<file path="src/rtl/mosbius_pkg.sv">
// mosbius_pkg: shared types, CRC constants and CRC step function for the MOSbius readback path
package mosbius_pkg;

    typedef enum logic [1:0] {
        IDLE  = 2'd0,
        SHIFT = 2'd1,
        TAIL  = 2'd2
    } rb_state_t;

    localparam int             RB_CRC_W    = 8;
    localparam logic [RB_CRC_W-1:0] RB_CRC_POLY = 8'h07;

    function automatic logic [RB_CRC_W-1:0] crc8_step(input logic [RB_CRC_W-1:0] crc, input logic b);
        return {crc[RB_CRC_W-2:0], 1'b0} ^ (((crc[RB_CRC_W-1] ^ b) == 1'b1) ? RB_CRC_POLY : '0);
    endfunction

endpackage

</file>
<file path="src/rtl/mosbius_sync_edge.sv">
// mosbius_sync_edge: synchronizes an async pin and produces single-cycle rise/fall strobes
//   clk, rst : system clock, sync active-high reset
//   d_i      : asynchronous input pin
//   q_o      : synchronized level
//   rise_o   : one-cycle pulse on a synchronized 0->1 transition
//   fall_o   : one-cycle pulse on a synchronized 1->0 transition
module mosbius_sync_edge #(
    parameter int SYNC_STAGES = 2
) (
    input  logic clk,
    input  logic rst,
    input  logic d_i,
    output logic q_o,
    output logic rise_o,
    output logic fall_o
);

    logic [SYNC_STAGES-1:0] sync_q;
    logic                   hist_q;

    always_ff @(posedge clk) begin
        if (rst) begin
            sync_q <= '0;
            hist_q <= 1'b0;
        end else begin
            sync_q <= {sync_q[SYNC_STAGES-2:0], d_i};
            hist_q <= sync_q[SYNC_STAGES-1];
        end
    end

    assign q_o    = sync_q[SYNC_STAGES-1];
    assign rise_o = q_o & ~hist_q;
    assign fall_o = ~q_o & hist_q;

endmodule

</file>
<file path="src/rtl/mosbius_cfg_readback.sv">
// mosbius_cfg_readback: serial MSB-first readback of the switch-matrix configuration chain
//   clk, rst : system clock, sync active-high reset
//   cfg_q    : live configuration vector, snapshotted on chip-select fall
//   sck_i    : host serial clock (async, SPI mode 0), data advances on its falling edge
//   cs_n_i   : host chip-select, active-low, async
//   sdo_o    : serial data out; sdo_oe drives the pad enable
//   busy_o   : transfer active; done_o pulses when a complete frame ends
// Optional MOSBIUS_RB_CRC_EN appends a CRC-8 (poly 0x07) after the data bits.
module mosbius_cfg_readback
    import mosbius_pkg::*;
#(
    parameter int CFG_BITS    = 64,
    parameter int SYNC_STAGES = 2
) (
    input  logic                clk,
    input  logic                rst,
    input  logic [CFG_BITS-1:0] cfg_q,
    input  logic                sck_i,
    input  logic                cs_n_i,
    output logic                sdo_o,
    output logic                sdo_oe,
    output logic                busy_o,
    output logic                done_o
);

    localparam int                CNT_W    = $clog2(CFG_BITS + 8) + 1;
    localparam logic [CNT_W-1:0] CNT_LAST = CNT_W'(CFG_BITS);
    localparam logic [CNT_W-1:0] CNT_TERM = CNT_W'(CFG_BITS + 8);

    logic sck_lvl, sck_rise, sck_fall;
    logic cs_lvl, cs_rise, cs_fall;

    mosbius_sync_edge #(.SYNC_STAGES(SYNC_STAGES)) u_sck (
        .clk    (clk),
        .rst    (rst),
        .d_i    (sck_i),
        .q_o    (sck_lvl),
        .rise_o (sck_rise),
        .fall_o (sck_fall)
    );

    mosbius_sync_edge #(.SYNC_STAGES(SYNC_STAGES)) u_cs (
        .clk    (clk),
        .rst    (rst),
        .d_i    (cs_n_i),
        .q_o    (cs_lvl),
        .rise_o (cs_rise),
        .fall_o (cs_fall)
    );

    // Host samples on sck rise, so only the fall strobe drives the shifter.
    logic unused_sync;
    assign unused_sync = sck_lvl ^ sck_rise ^ cs_lvl;

    rb_state_t             state_q, state_d;
    logic [CNT_W-1:0]      cnt_q, cnt_d, cnt_inc;
    logic [CFG_BITS-1:0]   shadow_q, shadow_d, shift_nxt;
    logic                  sdo_q, sdo_d;
    logic                  oe_q, oe_d;
    logic                  busy_q, busy_d;
    logic                  done_q, done_d;
    logic                  tail_ok;
`ifdef MOSBIUS_RB_CRC_EN
    logic [RB_CRC_W-1:0]   crc_q, crc_d, crc_nxt;
`endif

    always_comb begin
        state_d   = state_q;
        cnt_d     = cnt_q;
        shadow_d  = shadow_q;
        sdo_d     = sdo_q;
        oe_d      = oe_q;
        busy_d    = busy_q;
        done_d    = 1'b0;
        cnt_inc   = (cnt_q == CNT_TERM) ? cnt_q : cnt_q + CNT_W'(1);
        shift_nxt = {shadow_q[CFG_BITS-2:0], 1'b0};
`ifdef MOSBIUS_RB_CRC_EN
        crc_d     = crc_q;
        crc_nxt   = crc8_step(crc_q, shadow_q[CFG_BITS-1]);
        tail_ok   = (cnt_q == CNT_TERM);
`else
        tail_ok   = 1'b1;
`endif
        // cs_rise has priority over any coincident sck_fall.
        if (cs_rise) begin
            state_d = IDLE;
            oe_d    = 1'b0;
            busy_d  = 1'b0;
            sdo_d   = 1'b0;
            done_d  = (state_q == TAIL) && tail_ok;
        end else begin
            case (state_q)
                IDLE: begin
                    if (cs_fall) begin
                        state_d  = SHIFT;
                        shadow_d = cfg_q;
                        sdo_d    = cfg_q[CFG_BITS-1];
                        oe_d     = 1'b1;
                        busy_d   = 1'b1;
                        cnt_d    = CNT_W'(1);
`ifdef MOSBIUS_RB_CRC_EN
                        crc_d    = '0;
`endif
                    end
                end
                SHIFT: begin
                    if (sck_fall) begin
                        cnt_d    = cnt_inc;
                        shadow_d = shift_nxt;
`ifdef MOSBIUS_RB_CRC_EN
                        crc_d    = crc_nxt;
`endif
                        if (cnt_q == CNT_LAST) begin
                            state_d = TAIL;
`ifdef MOSBIUS_RB_CRC_EN
                            // Reuse the emptied shadow to stream the CRC out MSB-first.
                            shadow_d = CFG_BITS'(crc_nxt) << (CFG_BITS - RB_CRC_W);
`endif
                        end
                        sdo_d = shadow_d[CFG_BITS-1];
                    end
                end
                TAIL: begin
                    if (sck_fall) begin
                        cnt_d    = cnt_inc;
                        shadow_d = shift_nxt;
                        sdo_d    = shift_nxt[CFG_BITS-1];
                    end
                end
                default: state_d = IDLE;
            endcase
        end
    end

    always_ff @(posedge clk) begin
        if (rst) begin
            state_q  <= IDLE;
            cnt_q    <= '0;
            shadow_q <= '0;
            sdo_q    <= 1'b0;
            oe_q     <= 1'b0;
            busy_q   <= 1'b0;
            done_q   <= 1'b0;
`ifdef MOSBIUS_RB_CRC_EN
            crc_q    <= '0;
`endif
        end else begin
            state_q  <= state_d;
            cnt_q    <= cnt_d;
            shadow_q <= shadow_d;
            sdo_q    <= sdo_d;
            oe_q     <= oe_d;
            busy_q   <= busy_d;
            done_q   <= done_d;
`ifdef MOSBIUS_RB_CRC_EN
            crc_q    <= crc_d;
`endif
        end
    end

    assign sdo_o  = sdo_q;
    assign sdo_oe = oe_q;
    assign busy_o = busy_q;
    assign done_o = done_q;

endmodule

</file>
<file path="config.mk">
export PLATFORM = sky130hd
export DESIGN_NAME = mosbius_cfg_readback
export DESIGN_NICKNAME = d
export VERILOG_FILES = /design/src/rtl/mosbius_pkg.sv /design/src/rtl/mosbius_sync_edge.sv /design/src/rtl/mosbius_cfg_readback.sv
export SDC_FILE = /design/constraint.sdc
export NUM_CORES = 1
export LEC_CHECK = 0
export CAP_MARGIN = 20
export CELL_PAD_IN_SITES_DETAIL_PLACEMENT = 1
export CELL_PAD_IN_SITES_GLOBAL_PLACEMENT = 2
export CORE_ASPECT_RATIO = 0.5
export CORE_MARGIN = 2
export CORE_UTILIZATION = 32
export CTS_CLUSTER_DIAMETER = 40
export DETAILED_ROUTE_END_ITERATION = 7
export HOLD_SLACK_MARGIN = 0.06
export PLACE_DENSITY_LB_ADDON = 0.1
export SKIP_CTS_REPAIR_TIMING = 1
export SLEW_MARGIN = 10
export SYNTH_ARGS = -nofsm -noshare
export SYNTH_HDL_FRONTEND = slang
export SYNTH_SLANG_ARGS = --single-unit
</file>
<file path="constraint.sdc">
create_clock -name clk -period 2.6 [get_ports clk]
set_input_delay 0.26 -clock clk [delete_from_list [all_inputs] [get_ports clk]]
set_output_delay 0.26 -clock clk [all_outputs]
set_load 0.03 [all_outputs]
</file>
* Word-level counts from Yosys, hierarchy flattened
Index checks and enable logic that the tools add are counted.
Cells by class: $add $sub $neg 1, eq/ne operators 9, mux-type cells 14, bitwise gates (word level) 8, reduce and logical (&&, ||, !) cells 10
Operators with widths (count):
- $mux W63 | 2
- $pmux W63 S2 | 1
- $mux W8 | 3
- $eq A8 B7 Y1 const B | 2
- $pmux W8 S2 | 1
- $add A8 B1 Y8 const B | 1
- $ne A2 B2 Y1 const B | 4
- $reduce_and A4 Y1 | 2
- $mux W2 | 3
- $pmux W2 S3 | 1
- $reduce_or A2 Y1 | 3
- $not A1 Y1 | 5
- $reduce_and A5 Y1 | 1
- $and A1 B1 Y1 | 3
- $reduce_and A3 Y1 | 1
- $eq A2 B1 Y1 const B | 1
- $eq A2 B2 Y1 const B | 1
- $logic_not A2 Y1 | 1
- $mux W1 | 2
- $ne A2 B1 Y1 const B | 1
- $pmux W1 S2 | 1
- $reduce_and A2 Y1 | 1
- $reduce_bool A2 Y1 | 1
Word-level totals: bits in registers 82, bits of input ports 68, output and inout port bits 4

* Logic depth before layout (Yosys ltp)
depth in word-level cells 4, mapped depth 8, mapped depth without buffers 7

* Cells and area by module
From an unflattened synthesis, not the netlist that was laid out.
Unflattened totals: cells, all modules 386, area, all modules 3652.3 µm²
Modules (own cells, without submodules):
- mosbius_cfg_readback | times used 1, cells each 370, area each 3469.6 µm²
- mosbius_sync_edge | times used 2, cells each 8, area each 91.3 µm²

* Least setup slack after synthesis
OpenSTA, ideal clock, no wires.
path kind flip-flop to flip-flop, start reg state_q[0], end reg cnt_q[2], library setup time 117 ps, arrival 1773 ps, required time 2483 ps, slack 709 ps, cell stages (with the launch flop) 9, path buffers 1, cell sequence dfxtp_1 > inv_1 > ha_1 > buf_4 > and4bb_2 > nor2_1 > a311oi_1 > o22ai_1 > o2bb2ai_1
On the way: word-level cells in the longest chain between the ends 4, elaborated cells on any way between the ends 10
Ends and longest elaborated chain:
- from (decl) | RTL line mosbius_cfg_readback.sv:55 | rb_state_t state_q, state_d;
- from (signal assigned) | RTL line mosbius_cfg_readback.sv:148 | state_q <= state_d;
- $eq A2 B2 Y1 or $eq A2 B1 Y1 (tied branches) | RTL line mosbius_cfg_readback.sv:92 | case (state_q)
- $reduce_or A2 Y1 (no source line)
- $ne A2 B2 Y1 (no source line) (tied with other cells)
- $reduce_and A5 Y1 (no source line)
- to (signal assigned) | RTL line mosbius_cfg_readback.sv:149 | cnt_q <= cnt_d;
- to (decl) | RTL line mosbius_cfg_readback.sv:56 | logic [CNT_W-1:0] cnt_q, cnt_d, cnt_inc;
Parallel ways exist; a longest one is shown, timed or not. A chain may end at the register's enable or synchronous reset.

* Worst setup path in the final report
start reg state_q[1], end reg shadow_q[39]
On the way: word-level cells in the longest chain between the ends 4, elaborated cells on any way between the ends 9
Ends and longest elaborated chain:
- $eq A2 B2 Y1 or $eq A2 B1 Y1 (tied branches) | RTL line mosbius_cfg_readback.sv:92
- $reduce_or A2 Y1 (no source line)
- $ne A2 B1 Y1 (no source line) or $reduce_bool A2 Y1 (tied branches)
- $reduce_and A4 Y1 (no source line)
- to (signal assigned) | RTL line mosbius_cfg_readback.sv:150 | shadow_q <= shadow_d;
- to (decl) | RTL line mosbius_cfg_readback.sv:57 | logic [CFG_BITS-1:0] shadow_q, shadow_d, shift_nxt;
Parallel ways exist; a longest one is shown, timed or not.

==> impl_results.md <==
- Routability cong.: 0.7447
- Post-synth EDFFs: 0
- # H-tree levels: 3
- Hold WS: 0.4365 ns
- Tot GR Track Use: 0.1579
- Worst reg2reg startpoint: state_q[1]
- Routed WL: approximately 9200 microns
- R2r endpoint: shadow_q[39]
- Hold Path End: u_sck.sync_q[1]
- Longest Clk Path Bufs: 2
- Port bufs: 71
- Area contributors post-synth: dfxtp_1, mux2i_1, a211oi_1
- WP buf/inv: 2
- Comb pwr share: 0.142
- Crit-path leading delay family: compound AO/OA/AOI/OAI gates
- Post-synthesis register bit count: 82
- Leakage: 1.561 nW
- Fin. max-slew vios: 0
- Worst Hold Launch: u_sck.sync_q[0]
- Max cap viols: 0
- Via Count: between 3000 and 4000
- Max Freq: between 0.4 and 0.5 GHz
- Cell depth of the worst hold path: 1
- Mapped Cells: 388
- Relative slew slack: 0.5410
- Final Non-Filler Cells: 600
- CP Class: reg -> reg
- IO Pins: between 70 and 80
- First DRT Iteration DRCs: ~140
- Synth unique cells: between 40 and 50
- TritonCTS Buffers: 9
- Worst min path class: reg -> reg
- Post-layout util: 0.4402
- Mean post-synth cell area: 9.545 sq um
- Wire length per cell: 15.30 microns
- CTS root buffer: clkbuf_16
- Final setup vio count: 0
- Tcrit/Tclk final: 0.9004
- Crit path DAT: 2.57 ns
- Clk pwr share: 0.424
- RSZ-0062 raised after global routing: false
- Largest net degree at the start of global routing: 38
- CTS tree: yes
- Total congestion overflow: 0
- Placed Cells: between 500 and 600
- Final Skew: 0.008480 ns
- Worst Path Required: 2.83 ns
- Actual slew at the worst max-slew pin: a little under 0.7 ns
- Initial Utilization: 0.3322
- Sw frac: 0.2458
- Worst-skew pair later-pin latency: 0.34 ns
- Antenna violations before repair: 0
- Post-route design area: 4907 sq um
- Clock sinks: just over 80
- Worst R2R Setup Slack: 0.26 ns
- Placed Area: 4602 sq um
- Crit-path cells: inv_1 -> ha_4 -> nand3b_1 -> o21ai_4 -> buf_12 -> nor2_1 -> a211oi_1
- Switching power of the nets: 0.7516 mW
- Fin Setup TNS: 0 ns
- Core Footprint: about 11000 sq um
- Vias in the first global route: between 3000 and 4000
- Worst IR Drop VDD: 325.1 uV
- Sequential Power Share: 0.434
- Clock slew at reported path FFs: 0.06 ns
- Count of warnings emitted by yosys: 0
- First-pass GRT wire length: 15590 microns
- Chip Height: about 80 microns
- Worst r2r path cells: 7
- Crit path largest cell delay: 0.51 ns
- Share of async-settable or async-resettable flops after synthesis: 0
- Vias/cell: 5.010
- Layout cells sized above 1: 0.07253
- CP Capture Type: flip-flop
- Startpoint Class: flip-flop
- Top-area cell type share of the netlist area: 0.4432
- Synth Net Count: about 460
- Antenna Cells: 0
- P&R area growth vs syn: 32.50%
- Final Hold Fails: 0
- Rows: 27
- Outcome: finished, final reports clean
- CP Max Fanout: 31
- Pwr/cell area: 623.0 nW/um^2
- Layout filler cell count: 1241
- Detailed-route DRC error count: 0
- Final nets: roughly 520
- Area leader, netlist: dfxtp_1
- Post-synthesis sequential area ratio: 0.4432
- 1st-pass router iterations: 4
- ANT nets after route: 0
- Die width: 156.1 microns
- Ys flop type: dfxtp_1
- Internal: roughly 2.3 mW
- Final worst path period need: 2.341 ns
- Mapped Area: 3704 sq um
- Crit-path slowest cell: ha_4
- DP Wirelength: 6466 microns
- Die area: 12500 sq um
registers in the layout (all words and copies together) (netlist names):
signal / count
shadow_q: 63
cnt_q: 8
state_q: 2
u_cs.sync_q: 2
u_sck.sync_q: 2
busy_o: 1
done_o: 1
sdo_o: 1
u_cs.hist_q: 1
u_sck.hist_q: 1
per-layer routing:
layer / vias up / global-route usage / routed length (microns)
li1: 1528 / - / -
met1: 1414 / 0.2150 / 4647
met2: 57 / 0.2420 / 4021
met3: 7 / 0.05181 / 434
met4: 0 / 0.03853 / 74
met5: - / 0 / 0
area by class of cell:
type                    instances  area, sq um  area share
clock buffers                  10        239.0     0.04870
clock inverters                 6        66.31     0.01351
inverters                       5        18.77    0.003825
multi-input cells             270         1909      0.3891
flip-flops and latches         82         1642      0.3345
well taps                     145        181.4     0.03697
repair buffers                 82        850.8      0.1734
per-stage QoR:
step | power [mW] | setup WS (ns)
global placement | 1.777 | 0.3885
CTS | 3.104 | 0.1983
finish | 3.057 | 0.2589
global route | 3.210 | 0.009149
floorplan | 1.613 | 0.7094
detailed placement | 1.794 | 0.2387
placed cells by master, fill, tap and decap left out, drive strengths merged, types with 2 or more instances in the layout:
cell           instances
a21oi                  7
clkbuf                10
nor2                  68
clkinvlp               3
nand3b                 3
nand2                  7
or2                    2
mux2i                 64
a211oi                65
and3b                  2
ha                     6
dfxtp                 82
a31oi                  2
buf                   12
nand4                  3
nor2b                  7
o21ai                  4
clkinv                 2
inv                    5
nor3                   2
or3                    3
nand2b                 7
clkdlybuf4s50         70
and2                   2
cell usage after synthesis, types with 2 or more instances:
master    count
nand2b_1      7
nor3_1        2
a21oi_1       7
ha_1          6
buf_4         6
mux2i_1      64
dfxtp_1      82
a211oi_1     65
nor2_1       68
inv_1         5
clkbuf_1     12
and2_1        2
nand3b_1      3
and3b_1       2
nor2b_1       7
or3_1         3
o21ai_0       2
a31oi_1       2
buf_2        12
nand4_1       3
nand2_1       7
logic make-up after synthesis:
kind of cell    count (synthesis)  share of synthesized area
compound gates                 87                     0.1703
fa+ha+maj                       6                    0.02027
buf+inv                        36                    0.04662
flops                          82                     0.4432
mux                            65                     0.1760
simple gates                  112                     0.1436
power by group through the flow:
stage / Combinational (mW) / Sequential, mW / Clock (mW)
6_report: 0.435 / 1.33 / 1.30
3_3_place_gp: 0.424 / 1.35 / 0
3_5_place_dp: 0.439 / 1.36 / 0
4_1_cts: 0.443 / 1.33 / 1.33
5_1_grt: 0.480 / 1.33 / 1.40
2_1_floorplan: 0.262 / 1.35 / 0
worst max path at each step:
| stage | slack (ns) | startpoint | cells after the start | to |
|---|---|---|---|---|
| after global placement | 0.39 | state_q[0] | 7 | shadow_q[33] |
| final | 0.26 | state_q[1] | 7 | shadow_q[39] |
| after floorplan | 0.71 | state_q[0] | 8 | cnt_q[2] |
| after global routing | 0.009 | state_q[1] | 7 | shadow_q[39] |
| after detailed placement | 0.24 | state_q[1] | 7 | shadow_q[47] |
| after CTS | 0.20 | state_q[1] | 7 | shadow_q[47] |
Note: power is estimated with default switching activity, not from simulation.
